==> src/rtl/score_pair_sequencer.sv <==
// rtl/score_pair_sequencer.sv - captures class accumulators, saturates to 16-bit scores, streams them in pairs
module score_pair_sequencer #(
  parameter int NUM_CLASSES = 10,
  parameter int ACC_W       = 32,
  parameter int SHIFT       = 8,
  parameter int ADDR_W      = 4
) (
  input  logic              CLKEXT,
  input  logic              RST_COMP,
  input  logic              WR_EN,
  input  logic [ADDR_W-1:0] WR_ADDR,
  input  logic [ACC_W-1:0]  WR_DATA,
  input  logic              START,
  output logic              BUSY,
  output logic              DONE,
  output logic              EN_COMP,
  output logic              TRIG,
  output logic [15:0]       IN1,
  output logic [15:0]       IN2,
  output logic              SAT_FLAG,
  output logic              WR_ERR
);

  localparam int NUM_PAIRS = (NUM_CLASSES + 1) / 2;
  localparam int CNT_W     = (NUM_PAIRS > 1) ? $clog2(NUM_PAIRS) : 1;
  // Extended width guarantees the +/-32768 bounds are representable.
  localparam int EXT_W     = (ACC_W > 17) ? ACC_W : 17;

  localparam logic signed [EXT_W-1:0] SAT_MAX  = EXT_W'(32767);
  localparam logic signed [EXT_W-1:0] SAT_MIN  = EXT_W'(-32768);
  localparam logic [ADDR_W:0]         ADDR_LIM = (ADDR_W + 1)'(NUM_CLASSES);
  localparam logic [CNT_W-1:0]        LAST_PAIR = CNT_W'(NUM_PAIRS - 1);
  localparam logic [15:0]             NEG_FULL = 16'h8000;

  typedef enum logic [1:0] {
    IDLE   = 2'd0,
    FETCH  = 2'd1,
    ISSUE  = 2'd2,
    FINISH = 2'd3
  } state_t;

  state_t           state_q, state_d;
  logic [CNT_W-1:0] pair_cnt_q, pair_cnt_d;
  logic             busy_q, busy_d;
  logic             done_q, done_d;
  logic             en_comp_q, en_comp_d;
  logic             trig_q, trig_d;
  logic [15:0]      in1_q, in1_d;
  logic [15:0]      in2_q, in2_d;
  logic             sat_flag_q, sat_flag_d;
  logic             wr_err_q, wr_err_d;

  logic [15:0] buf_q [NUM_CLASSES];
  logic [15:0] buf_d [NUM_CLASSES];

  // Buffer padded to an even length so the odd tail pairs with the most negative score.
  logic [15:0] pad [2*NUM_PAIRS];

  logic signed [ACC_W-1:0] wr_shift;
  logic signed [EXT_W-1:0] wr_ext;
  logic [15:0]             wr_score;
  logic                    wr_sat;
  logic                    wr_addr_ok;
  logic                    wr_accept;
  logic                    wr_drop;
  logic                    start_accept;
  logic [15:0]             pair_in1;
  logic [15:0]             pair_in2;

  for (genvar g = 0; g < 2*NUM_PAIRS; g++) begin : g_pad
    if (g < NUM_CLASSES) begin : g_real
      assign pad[g] = buf_q[g];
    end else begin : g_fill
      assign pad[g] = NEG_FULL;
    end
  end

  // Scale the incoming accumulator and clamp it into the signed 16-bit score range.
  always_comb begin
    wr_shift = $signed(WR_DATA) >>> SHIFT;
    wr_ext   = EXT_W'(wr_shift);
    wr_score = wr_ext[15:0];
    wr_sat   = 1'b0;
    if (wr_ext > SAT_MAX) begin
      wr_score = 16'h7FFF;
      wr_sat   = 1'b1;
    end else if (wr_ext < SAT_MIN) begin
      wr_score = NEG_FULL;
      wr_sat   = 1'b1;
    end
  end

  assign wr_addr_ok   = {1'b0, WR_ADDR} < ADDR_LIM;
  assign wr_accept    = WR_EN && (state_q == IDLE) && wr_addr_ok;
  assign wr_drop      = WR_EN && !wr_accept;
  assign start_accept = START && (state_q == IDLE);

  // Update the addressed buffer entry on an accepted write.
  always_comb begin
    for (int i = 0; i < NUM_CLASSES; i++) begin
      buf_d[i] = buf_q[i];
      if (wr_accept && (WR_ADDR == ADDR_W'(i))) begin
        buf_d[i] = wr_score;
      end
    end
  end

  // Select the even/odd score pair addressed by the pair counter.
  always_comb begin
    pair_in1 = NEG_FULL;
    pair_in2 = NEG_FULL;
    for (int k = 0; k < NUM_PAIRS; k++) begin
      if (pair_cnt_q == CNT_W'(k)) begin
        pair_in1 = pad[2*k];
        pair_in2 = pad[2*k+1];
      end
    end
  end

  // Sticky flags clear on an accepted START, but a same-edge set takes priority.
  always_comb begin
    sat_flag_d = sat_flag_q;
    wr_err_d   = wr_err_q;
    if (start_accept) begin
      sat_flag_d = 1'b0;
      wr_err_d   = 1'b0;
    end
    if (wr_accept && wr_sat) begin
      sat_flag_d = 1'b1;
    end
    if (wr_drop) begin
      wr_err_d = 1'b1;
    end
  end

  // Sequencer: FETCH latches a pair and strobes TRIG, ISSUE spaces strobes, FINISH pulses DONE.
  always_comb begin
    state_d    = state_q;
    pair_cnt_d = pair_cnt_q;
    busy_d     = busy_q;
    en_comp_d  = en_comp_q;
    done_d     = 1'b0;
    trig_d     = 1'b0;
    in1_d      = in1_q;
    in2_d      = in2_q;
    case (state_q)
      IDLE: begin
        if (START) begin
          state_d    = FETCH;
          pair_cnt_d = '0;
          busy_d     = 1'b1;
          en_comp_d  = 1'b1;
        end
      end
      FETCH: begin
        in1_d   = pair_in1;
        in2_d   = pair_in2;
        trig_d  = 1'b1;
        state_d = ISSUE;
      end
      ISSUE: begin
        if (pair_cnt_q == LAST_PAIR) begin
          state_d   = FINISH;
          busy_d    = 1'b0;
          en_comp_d = 1'b0;
          done_d    = 1'b1;
        end else begin
          pair_cnt_d = pair_cnt_q + CNT_W'(1);
          state_d    = FETCH;
        end
      end
      FINISH: begin
        state_d = IDLE;
      end
      default: begin
        state_d   = IDLE;
        busy_d    = 1'b0;
        en_comp_d = 1'b0;
      end
    endcase
  end

  // Control, output and flag registers.
  always_ff @(posedge CLKEXT or posedge RST_COMP) begin
    if (RST_COMP) begin
      state_q    <= IDLE;
      pair_cnt_q <= '0;
      busy_q     <= 1'b0;
      done_q     <= 1'b0;
      en_comp_q  <= 1'b0;
      trig_q     <= 1'b0;
      in1_q      <= NEG_FULL;
      in2_q      <= NEG_FULL;
      sat_flag_q <= 1'b0;
      wr_err_q   <= 1'b0;
    end else begin
      state_q    <= state_d;
      pair_cnt_q <= pair_cnt_d;
      busy_q     <= busy_d;
      done_q     <= done_d;
      en_comp_q  <= en_comp_d;
      trig_q     <= trig_d;
      in1_q      <= in1_d;
      in2_q      <= in2_d;
      sat_flag_q <= sat_flag_d;
      wr_err_q   <= wr_err_d;
    end
  end

  // Score buffer registers.
  always_ff @(posedge CLKEXT or posedge RST_COMP) begin
    if (RST_COMP) begin
      for (int i = 0; i < NUM_CLASSES; i++) begin
        buf_q[i] <= NEG_FULL;
      end
    end else begin
      for (int i = 0; i < NUM_CLASSES; i++) begin
        buf_q[i] <= buf_d[i];
      end
    end
  end

  assign BUSY     = busy_q;
  assign DONE     = done_q;
  assign EN_COMP  = en_comp_q;
  assign TRIG     = trig_q;
  assign IN1      = in1_q;
  assign IN2      = in2_q;
  assign SAT_FLAG = sat_flag_q;
  assign WR_ERR   = wr_err_q;

endmodule

==> config.mk <==
export PLATFORM = sky130hd
export DESIGN_NAME = score_pair_sequencer
export DESIGN_NICKNAME = d
export VERILOG_FILES = /design/src/rtl/score_pair_sequencer.sv
export SDC_FILE = /design/constraint.sdc
export NUM_CORES = 1
export LEC_CHECK = 0
export BUFFER_PORTS_ARGS = -buffer_cell sky130_fd_sc_hd__buf_2
export CAP_MARGIN = 20
export CORE_ASPECT_RATIO = 1.25
export CORE_UTILIZATION = 64
export DETAILED_ROUTE_END_ITERATION = 6
export PLACE_DENSITY = 0.85
export REMOVE_ABC_BUFFERS = 1
export SYNTH_ARGS = -nofsm -noshare
export SYNTH_HDL_FRONTEND = slang
export SYNTH_SLANG_ARGS = --single-unit
export TNS_END_PERCENT = 30
==> constraint.sdc <==
create_clock -name CLKEXT -period 14.25 [get_ports CLKEXT]
set_input_delay 2.85 -clock CLKEXT [delete_from_list [all_inputs] [get_ports CLKEXT]]
set_output_delay 2.85 -clock CLKEXT [all_outputs]
set_load 0.02 [all_outputs]
==> out/metrics.csv, run 1 <==
metric,value,unit
status,"finished, final reports clean",
final_cell_mix,"190 x dfrtp_1, 177 x a21oi_1, 157 x nor2_1",
switching_share,36.01,%
placed_cell_area,9308,µm²
final_nets,1005,
drt-total-wl,23360,µm
tightestPinTransition,1.066,ns
pwr-share-seq,42.9,%
ys_top_cells_by_area,"dfrtp_1 53%, a21oi_1 9.9%, nor2_1 6.7%",
clock-sinks,202,
path_clk_slew,0.06,ns
min_from,IN1[4]$_DFFE_PP0P_,
fin_area,10030,µm²
p_clk_share,23.2,%
die_x,107.6,µm
die_h,134.0,µm
overflow,0,
drc,0,
synth_seq_cells,202,
hp-class,flip-flop to flip-flop,
cts-root-buf,clkbuf_16,
die-area,14420,µm²
start_util,66.55,%
fin_setup_tns,0,ns
timing.final.hold_violations,0,
grt_pass1_wl,37740,µm
dp_hpwl,12160,µm
dr.pass1.iters,5,
gp_congestion,0.7490,
netlist_area,8924,µm²
num_rows,47,
timing.rr.start,pair_cnt_q[0]$_DFFE_PP0P_,
vias,7362,
power_switching,851.8,µW
fin_crit_sh,32.25,%
postCtsSetupRepairBufs,0,
grt_pass1_vias,7484,
relSlewSlack,28.37,%
wl_per_cell,20.44,µm
maxSlewViolCount,0,
drtIter0Drc,817,
irDropWorstVdd,0.1701,mV
fmax,217.6,MHz
vias_per_cell,6.441,
cts-htree-levels,1,
cts_tree,yes,
cts_hold_buf,0,
place_ws,9.212,ns
io_buffer_count,69,
final_cells,1143,
rsz0062_at_grt,false,
antenna_cells,0,
startpoint,WR_DATA[27],
setup.worst_path.start_class,primary input,
synthToLayoutAreaGrowth,12.37,%
netlist_instances,931,
syn_avg_cell_area,9.585,µm²
ys.warnings.count,0,
ys_types,40,
final-setup-viol-count,0,
fin_crit,4.595,ns
io_pins,78,
total_power,2.365,mW
synth_top_area_share,53.28,%
power_density,235.9,nW/µm²
clk_path_buf_depth,3,
drive_above_1_share,18.11,%
seq_area_frac_synth,56.81,%
grt_usage,34.03,%
dp.cells,1107,
layout_commonest_cell,dfrtp_1,
crit_fanout,16,
cp.required,14.59,ns
cap_violations,0,
combinationalPowerShare,33.9,%
crit_arrival,4.93,ns
endpoint_kind,flip-flop,
critPathKind,primary input to flip-flop,
clkLatencyLatePin,0.50,ns
synth.largest_area_cell,dfrtp_1,
finClkSkew,0.01094,ns
internal_power,1.514,mW
fp.coreArea,13410,µm²
antenna_left,0,
grt_max_degree,137,
cts_resized,0,
cts_buffers,20,
postLayoutSetupSlackWorst,9.655,ns
p_leak,4.538,nW
antenna_found_initial,0,
## synth_stat cells (all sizes together)
cell type / n
a21o: 3
a21oi: 200
a221o: 30
a221oi: 32
a22o: 2
a31oi: 15
a32o: 1
and2: 1
and3: 4
and4b: 1
buf: 26
clkbuf: 54
dfrtp: 190
dfstp: 12
ha: 5
inv: 58
mux2: 7
nand2: 40
nand2b: 1
nand3: 1
nand3b: 1
nand4: 2
nor2: 159
nor2b: 3
nor3: 1
nor3b: 2
nor4: 3
nor4b: 2
o21ai: 71
o221ai: 2
or2: 1
or4b: 1
## registers in the layout, indices dropped and copies added (netlist names), 2 cells and up
signal and cells:
buf_q 160, IN1 16, IN2 16, pair_cnt_q 3, state_q 2
## path summary, 6_finish.rpt
path	slack, ns	endpoint	cells past startpoint
setup / recovery	9.65	buf_q[77]$_DFFE_PP0P_	5
hold / removal	0.47	IN1[4]$_DFFE_PP0P_	2
setup reg to reg	11.42	IN1[4]$_DFFE_PP0P_	7
hold reg to reg	0.47	IN1[4]$_DFFE_PP0P_	2
max in group asynchronous	10.33	buf_q[85]$_DFFE_PP0P_	3
min in group asynchronous	2.54	IN1[10]$_DFFE_PP0P_	2
## per-stage QoR
step                util, %  hold slack, ns
global placement      69.42          0.4553
CTS                   74.47          0.4784
detailed placement    69.42          0.4645
floorplan                 -          0.4741
global route          74.79          0.5073
finish                74.79          0.4737
## power groups by stage
stage / clock network, mW / logic, mW / registers (mW)
detailed placement: 0 / 0.772 / 1.01
finish: 0.548 / 0.803 / 1.01
global route: 0.570 / 0.895 / 1.04
CTS: 0.548 / 0.792 / 1.01
floorplan: 0 / 0.515 / 1.03
global placement: 0 / 0.746 / 0.998
## worst max-delay path, cell delays in order
cell	delay [ns]
buf_2	0.12
nor4_4	0.93
a31oi_1	0.20
a21oi_1	0.67
a21oi_1	0.16
## cells by family after synthesis
family,Yosys count,share of synthesized area (%)
AND/OR/NAND/NOR,223,10.84
multiplexers,7,0.8834
AO/OA/AOI/OAI,356,24.48
buffers and inverters,138,6.281
adder cells (fa/ha/maj),5,0.7011
flip-flops,202,56.81
## final cells by class
class	instances	area [µm²]
flip-flops and latches	202	5070
well taps	171	214.0
clock inverters	7	88.84
clock buffers	27	588.1
multi-input cells	591	3333
inverters	58	225.2
fillers	927	3381
repair buffers	87	508.0
## metal layers
layer / share of wire, % / vias up / track usage [%]
met1: 38 / 3623 / 45.25
met5: 0 / - / 0
met4: 3.0 / 0 / 14.38
met2: 50 / 365 / 57.05
li1: - / 3312 / -
met3: 8.3 / 62 / 3.644
No activity file was read; power rests on OpenSTA's default activity.
==> run 2: changes to the inputs <==
ABC_AREA = 1   (was not set)
CORE_UTILIZATION = 60   (was 64)
PLACE_DENSITY = 0.8   (was 0.85)
clock period = 4.5 ns   (was 14.25 ns; I/O delays follow)
==> run 2 against run 1 <==
The flow now finishes with violations (DRC). Clock power increased to 3.1 times the previous value. Clock skew rose by 0.0058 ns. Critical endpoint is now IN1[11]$_DFFE_PP0P_. Routed wire length grew 9.9%. Sequential cell count unchanged. Critical path type is now flip-flop to flip-flop. Final area is 12% higher.
==> out/metrics.csv, run 2 <==
metric,value,unit,change
crit_end,IN1[11]$_DFFE_PP0P_,,
cp.required,4.93,ns,-9.66 ns
cap_violations,0,,unchanged
irDropWorstVdd,0.4142,mV,+140%
vias_per_cell,5.226,,-19%
num_rows,52,,+11%
ys.warnings.count,0,,unchanged
final_cell_mix,"812 x nand2_1, 190 x dfrtp_1, 107 x inv_1",,
cts_buffers,21,,+5.0%
status,"finished, violations left",,
timing.rr.start,pair_cnt_q[1]$_DFFE_PP0P_,,
antenna_left,0,,unchanged
antenna_found_initial,0,,unchanged
gp_congestion,0.8358,,+12%
seq_area_frac_synth,49.88,%,-6.9 points
wl_per_cell,15.17,µm,-26%
top_register,buf_q,,
die_h,147.5,µm,+10%
ys_types,23,,-43%
synth_seq_cells,202,,unchanged
fin_crit_sh,57.65,%,
path_clk_slew,0.06,ns,about the same
crit_arrival,3.02,ns,-1.91 ns
clock-sinks,202,,unchanged
synth_top_area_share,46.77,%,-6.5 points
timing.final.hold_violations,0,,unchanged
drive_above_1_share,11.93,%,-6.2 points
largest_reg_flops,160,,unchanged
multi_input_area,4289,µm²,+29%
dp_hpwl,15270,µm,+26%
final_nets,1507,,+50%
yosys-top-cells-count,"813 x nand2_1, 190 x dfrtp_1, 109 x inv_1",,
die_x,118.4,µm,+10%
cts_hold_buf,0,,unchanged
crit_fanout,35,,+19
dr.pass1.iters,7,,+2
startpoint,pair_cnt_q[1]$_DFFE_PP0P_,,
regArea,5070,µm²,unchanged
drc,2,,+2
rsz0062_at_grt,false,,
cts-root-buf,clkbuf_16,,
clk_path_buf_depth,3,,unchanged
reg2reg_to,IN1[11]$_DFFE_PP0P_,,
fin_crit,2.594,ns,
drt-total-wl,25660,µm,+9.9%
io_pins,78,,unchanged
final-setup-viol-count,0,,unchanged
die-area,17470,µm²,+21%
setup.worst_path.start_class,flip-flop,,
fillers,1397,,+51%
netlist_instances,1421,,+53%
layout_commonest_cell,nand2_1,,
ys.flop_type,dfrtp_1,,
finClkSkew,0.01671,ns,+0.005774 ns
hp-class,flip-flop to flip-flop,,
synth_edf_count,0,,unchanged
cts-htree-levels,1,,unchanged
async_reset_ff_share,100.0,%,unchanged
endpoint_kind,flip-flop,,
syn_avg_cell_area,7.153,µm²,-25%
r2r_cells,12,,+5
grt_pass1_vias,8872,,+19%
maxSlewViolCount,0,,unchanged
placed_cell_area,10510,µm²,+13%
start_util,62.00,%,-4.6 points
clkLatencyLatePin,0.50,ns,about the same
synthToLayoutAreaGrowth,9.995,%,
vias,8838,,+20%
fin_area,11180,µm²,+12%
critPathKind,flip-flop to flip-flop,,
io_buffer_count,69,,unchanged
final_util,68.19,%,-6.6 points
postCtsSetupRepairBufs,0,,unchanged
violations,DRC,,
fp.coreArea,16400,µm²,+22%
p_leak,6.619,nW,+46%
grt_max_degree,126,,-8.0%
grt_usage,30.79,%,-3.2 points
tightestPinTransition,1.147,ns,+0.08036 ns
grt_pass1_wl,42750,µm,+13%
fmax,385.5,MHz,
post-synth-top-count-cell,nand2_1,,
relSlewSlack,23.46,%,-4.9 points
cts_resized,0,,unchanged
overflow,0,,unchanged
netlist_area,10160,µm²,+14%
power_density,608.6,nW/µm²,+160%
ys_top_cells_by_area,"dfrtp_1 47%, nand2_1 30%, inv_1 4.0%",,
synth.largest_area_cell,dfrtp_1,,
cts_tree,yes,,
r2r_slack,1.91,ns,-9.51 ns
antenna_cells,0,,unchanged
drtIter0Drc,647,,-21%
==> run 2: cell types whose count changed in the layout (fill, tap and decap cells not counted), sizes merged, moves of 15 or more <==
cell    before  now
nand2       40  832
a21oi      200    0
inv         59  119
nor2       159  110
nand3        1   40
o21ai       71   37
a221oi      32    0
a221o       30    0
a31oi       15    0
==> run 2: through the flow <==
stage | total power [mW] | setup TNS, ns | cells | hold slack [ns] | worst slack (ns)
CTS | 6.822 | 0 | 1691 | 0.4657 | 1.992
global placement | 4.982 | 0 | 1655 | 0.4540 | 1.816
floorplan | 4.434 | -363.49 | 1359 | 0.4334 | -1.891
global route | 7.293 | 0 | 1691 | 0.4824 | 1.812
finish | 6.805 | 0 | 1691 | 0.4673 | 1.906
detailed placement | 5.071 | 0 | 1655 | 0.4555 | 1.782
==> run 2: area by class of cell <==
cell class / instances / share of cell area (%)
Clock buffer: 30 / 5.271
Clock inverter: 6 / 0.7162
Inverter: 119 / 4.062
Multi-Input combinational cell: 1038 / 38.36
Sequential cell: 202 / 45.34
Tap cell: 216 / 2.417
Timing Repair Buffer: 80 / 3.827
==> run 2: critical path: stages, from the launching register on <==
cell     delay [ns]
dfrtp_1        0.40
inv_1          0.10
ha_1           0.14
buf_4          0.37
inv_1          0.11
nor2_2         0.43
buf_4          0.39
nand2_1        0.10
nand3_1        0.10
nand2_1        0.06
nand2_1        0.06
nand2_1        0.13
nand2_1        0.09
==> run 2: cell families (layout without fill, tap and decap cells) <==
group / after synthesis / in the layout / share of synthesized area, %
buffers and inverters: 181 / 235 / 8.001
and+or+nand+nor: 996 / 996 / 39.65
DFF: 202 / 202 / 49.88
AOI/OAI and AO/OA: 37 / 37 / 1.859
adders and majority gates: 5 / 5 / 0.6155
==> run 2: layer usage <==
metal / GRT usage, % / vias up / share of wire, %
li1: - / 4297 / -
met2: 54.94 / 312 / 50
met1: 36.74 / 4143 / 40
met4: 14.43 / 0 / 4.1
met3: 4.475 / 86 / 6.7
met5: 0 / - / 0
==> run 2: power by group <==
group | total (mW) | leakage (nW) | internal (mW) | switching, mW
logic | 2.22 | 3.66 | 0.736 | 1.49
registers | 2.86 | 2.63 | 2.52 | 0.346
clock network | 1.72 | 0.331 | 1.02 | 0.700
==> run 2: worst min-delay path by stage <==
stage,startpoint,depth (start not counted),to
after floorplan,state_q[1]$_DFFE_PP0P_,1,TRIG$_DFF_PP0_
after global placement,buf_q[127]$_DFFE_PP1P_,2,buf_q[127]$_DFFE_PP1P_
after detailed placement,buf_q[127]$_DFFE_PP1P_,2,buf_q[127]$_DFFE_PP1P_
after CTS,buf_q[127]$_DFFE_PP1P_,2,buf_q[127]$_DFFE_PP1P_
after global routing,buf_q[47]$_DFFE_PP1P_,2,buf_q[47]$_DFFE_PP1P_
final,buf_q[127]$_DFFE_PP1P_,2,buf_q[127]$_DFFE_PP1P_
==> run 3: changes to the inputs <==
ABC_AREA = 0   (was 1)
CORE_UTILIZATION = 59   (was 60)
PLACE_DENSITY = 0.79   (was 0.8)
clock period = 2.5 ns   (was 4.5 ns; I/O delays follow)
==> run 3 against run 2 <==
The flow still finishes with violations (DRC). Clock-buffer cell count decreased by 1. Routed wire length decreased by 14%. Global-route usage decreased by 0.97 points. Combinational power increased by 100%. Non-clock buffer count increased by 27. Power increased by 94%. Worst hold slack got worse by 0.42 ns. Register-to-register slack got worse by 1.7 ns. Clock skew decreased by 0.012 ns. Sequential share of layout area increased by 4.5 points. Via count decreased by 19%. Highest routed layer unchanged. Sequential power increased by 100%.
==> out/metrics.csv, run 3 (synthesis results as in run 1) <==
metric,value,unit,change
fmax,443.7,MHz,+15%
critPathKind,flip-flop to flip-flop,,
p_leak,4.630,nW,-30%
pwr-share-seq,43.6,%,+1.5 points
io_pins,78,,unchanged
grt_pass1_vias,7212,,-19%
rsz0062_at_grt,false,,
path_buf_inv,0,,-4
irDropWorstVdd,0.7109,mV,+72%
crit_fanout,32,,-8.6%
grt_max_degree,70,,-44%
cts-root-buf,clkbuf_16,,
dr.pass1.iters,7,,unchanged
r2r_cells,6,,-6
final_cell_mix,"190 x dfrtp_1, 177 x a21oi_1, 157 x nor2_1",,
critical-path-slowest-cell,or2_2,,
start_util,61.16,%,-0.84 points
synthToLayoutAreaGrowth,13.92,%,
timing.rr.start,pair_cnt_q[0]$_DFFE_PP0P_,,
critPathTopFamily,compound AO/OA/AOI/OAI gates,,
switching_share,35.77,%,-1.4 points
fp.coreArea,14590,µm²,-11%
dp.cells,1136,,-31%
num_rows,49,,-5.8%
cap_violations,0,,unchanged
fin_crit_sh,90.15,%,+32 points
cp.required,2.86,ns,-2.07 ns
place_ws,0.1244,ns,-1.658 ns
clkLatencyLatePin,0.50,ns,about the same
antenna_found_initial,0,,unchanged
io_buffer_count,69,,unchanged
cts-htree-levels,1,,unchanged
timing.critical_path.mode_cell,ha_1,,
top_register,buf_q,,
power_switching,4.711,mW,+86%
tightestPinTransition,0.8327,ns,-0.3141 ns
wl_per_cell,18.80,µm,+24%
r2r_slack,0.25,ns,-1.66 ns
holdWs,0.05000,ns,-0.4173 ns
status,"finished, violations left",,
cts_resized,0,,unchanged
p_clk_share,22.1,%,-3.2 points
final_nets,1025,,-32%
setup.worst_path.start_class,flip-flop,,
internal_power,8.461,mW,+98%
finClkSkew,0.004413,ns,-0.01230 ns
cts_hold_buf,0,,unchanged
timing.final.hold_violations,0,,unchanged
critPathMaxStageDelay,0.66,ns,+0.23 ns
largest_reg_flops,160,,unchanged
antenna_cells,0,,unchanged
crit_path_cell_trace,ha_1 > ha_1 > or2_2 > a21oi_1 > a221oi_1 > o21ai_0,,
final-setup-viol-count,0,,unchanged
final_cells,1172,,-31%
overflow,0,,unchanged
endpoint_kind,flip-flop,,
gp_congestion,0.7932,,-5.1%
drtIter0Drc,481,,-26%
grt_pass1_wl,36600,µm,-14%
dp_hpwl,13350,µm,-13%
hp-class,primary input to async pin,,
drive_above_1_share,19.52,%,+7.6 points
postLayoutSetupSlackWorst,0.2463,ns,-1.659 ns
fin_setup_tns,0,ns,unchanged
power_density,1296,nW/µm²,+110%
violations,DRC,,
die_x,112,µm,-5.4%
grt_usage,29.83,%,-0.97 points
final_util,69.67,%,+1.5 points
cts_tree,yes,,
drt-total-wl,22030,µm,-14%
clock-sinks,202,,unchanged
reg2reg_to,IN2[13]$_DFFE_PP0P_,,
postCtsSetupRepairBufs,0,,unchanged
path_clk_slew,0.06,ns,about the same
vias_per_cell,6.127,,+17%
drc,2,,unchanged
die-area,15620,µm²,-11%
maxSlewViolCount,0,,unchanged
cts_buffers,20,,-4.8%
layout_commonest_cell,dfrtp_1,,
relSlewSlack,44.49,%,+21 points
combinationalPowerShare,34.3,%,+1.7 points
antenna_left,0,,unchanged
fin_crit,2.254,ns,-0.3406 ns
clk_path_buf_depth,3,,unchanged
crit_arrival,2.61,ns,-0.41 ns
die_h,139.5,µm,-5.4%
vias,7181,,-19%
[run 3: cell types whose count changed in the layout (fill, tap and decap cells not counted), moves of 9 or more]
cell      before  now
a21oi_1        0  177
inv_2         11    0
a21oi_2        0   23
inv_1        107   57
a221oi_1       0   32
nor2_1       106  157
nand2_1      812   40
a31oi_1        0   15
buf_4         11   33
a221o_1        0   30
o21ai_0       36   64
nand3_1       33    1
nand2_2       19    0
nor3_4        10    1
[run 3: power groups by stage]
stage / registers, mW / clock network [mW] / logic (mW)
2_1_floorplan: 5.89 / 0 / 2.93
3_3_place_gp: 5.71 / 0 / 4.32
3_5_place_dp: 5.79 / 0 / 4.49
4_1_cts: 5.74 / 2.95 / 4.53
5_1_grt: 5.94 / 3.08 / 5.05
6_report: 5.75 / 2.91 / 4.51
[run 3: through the flow]
step / total power, mW / cell area [µm²]
finish: 13.17 / 10170
global route: 14.08 / 10170
CTS: 13.22 / 10160
detailed placement: 10.27 / 9527
global placement: 10.03 / 9527
floorplan: 8.819 / 8581
[run 3: area by class of cell]
cell class | instances | area (µm²)
inverters | 58 | 225.2
clock inverters | 7 | 38.79
well taps | 178 | 222.7
flip-flops and latches | 202 | 5070
fillers | 1118 | 4425
repair buffers | 107 | 693.2
clock buffers | 29 | 595.6
multi-input cells | 591 | 3321
[run 3: per-layer routing]
metal | up-vias | track usage [%] | routed length [µm]
met2 | 259 | 49.56 | 10910
li1 | 3348 | - | -
met4 | 0 | 12.42 | 702
met5 | - | 0 | 0
met3 | 59 | 4.399 | 1414
met1 | 3515 | 39.44 | 9004
[run 3: worst max path at each step]
stage | from | end | slack [ns] | depth (start not counted)
6_report | pair_cnt_q[0]$_DFFE_PP0P_ | IN2[13]$_DFFE_PP0P_ | 0.25 | 6
3_3_place_gp | pair_cnt_q[0]$_DFFE_PP0P_ | IN1[13]$_DFFE_PP0P_ | 0.18 | 7
3_5_place_dp | pair_cnt_q[0]$_DFFE_PP0P_ | IN1[11]$_DFFE_PP0P_ | 0.12 | 7
5_1_grt | pair_cnt_q[0]$_DFFE_PP0P_ | IN2[13]$_DFFE_PP0P_ | 0.11 | 6
2_1_floorplan | RST_COMP | DONE$_DFF_PP0_ | -3.49 | 1
4_1_cts | pair_cnt_q[0]$_DFFE_PP0P_ | IN1[11]$_DFFE_PP0P_ | 0.09 | 7
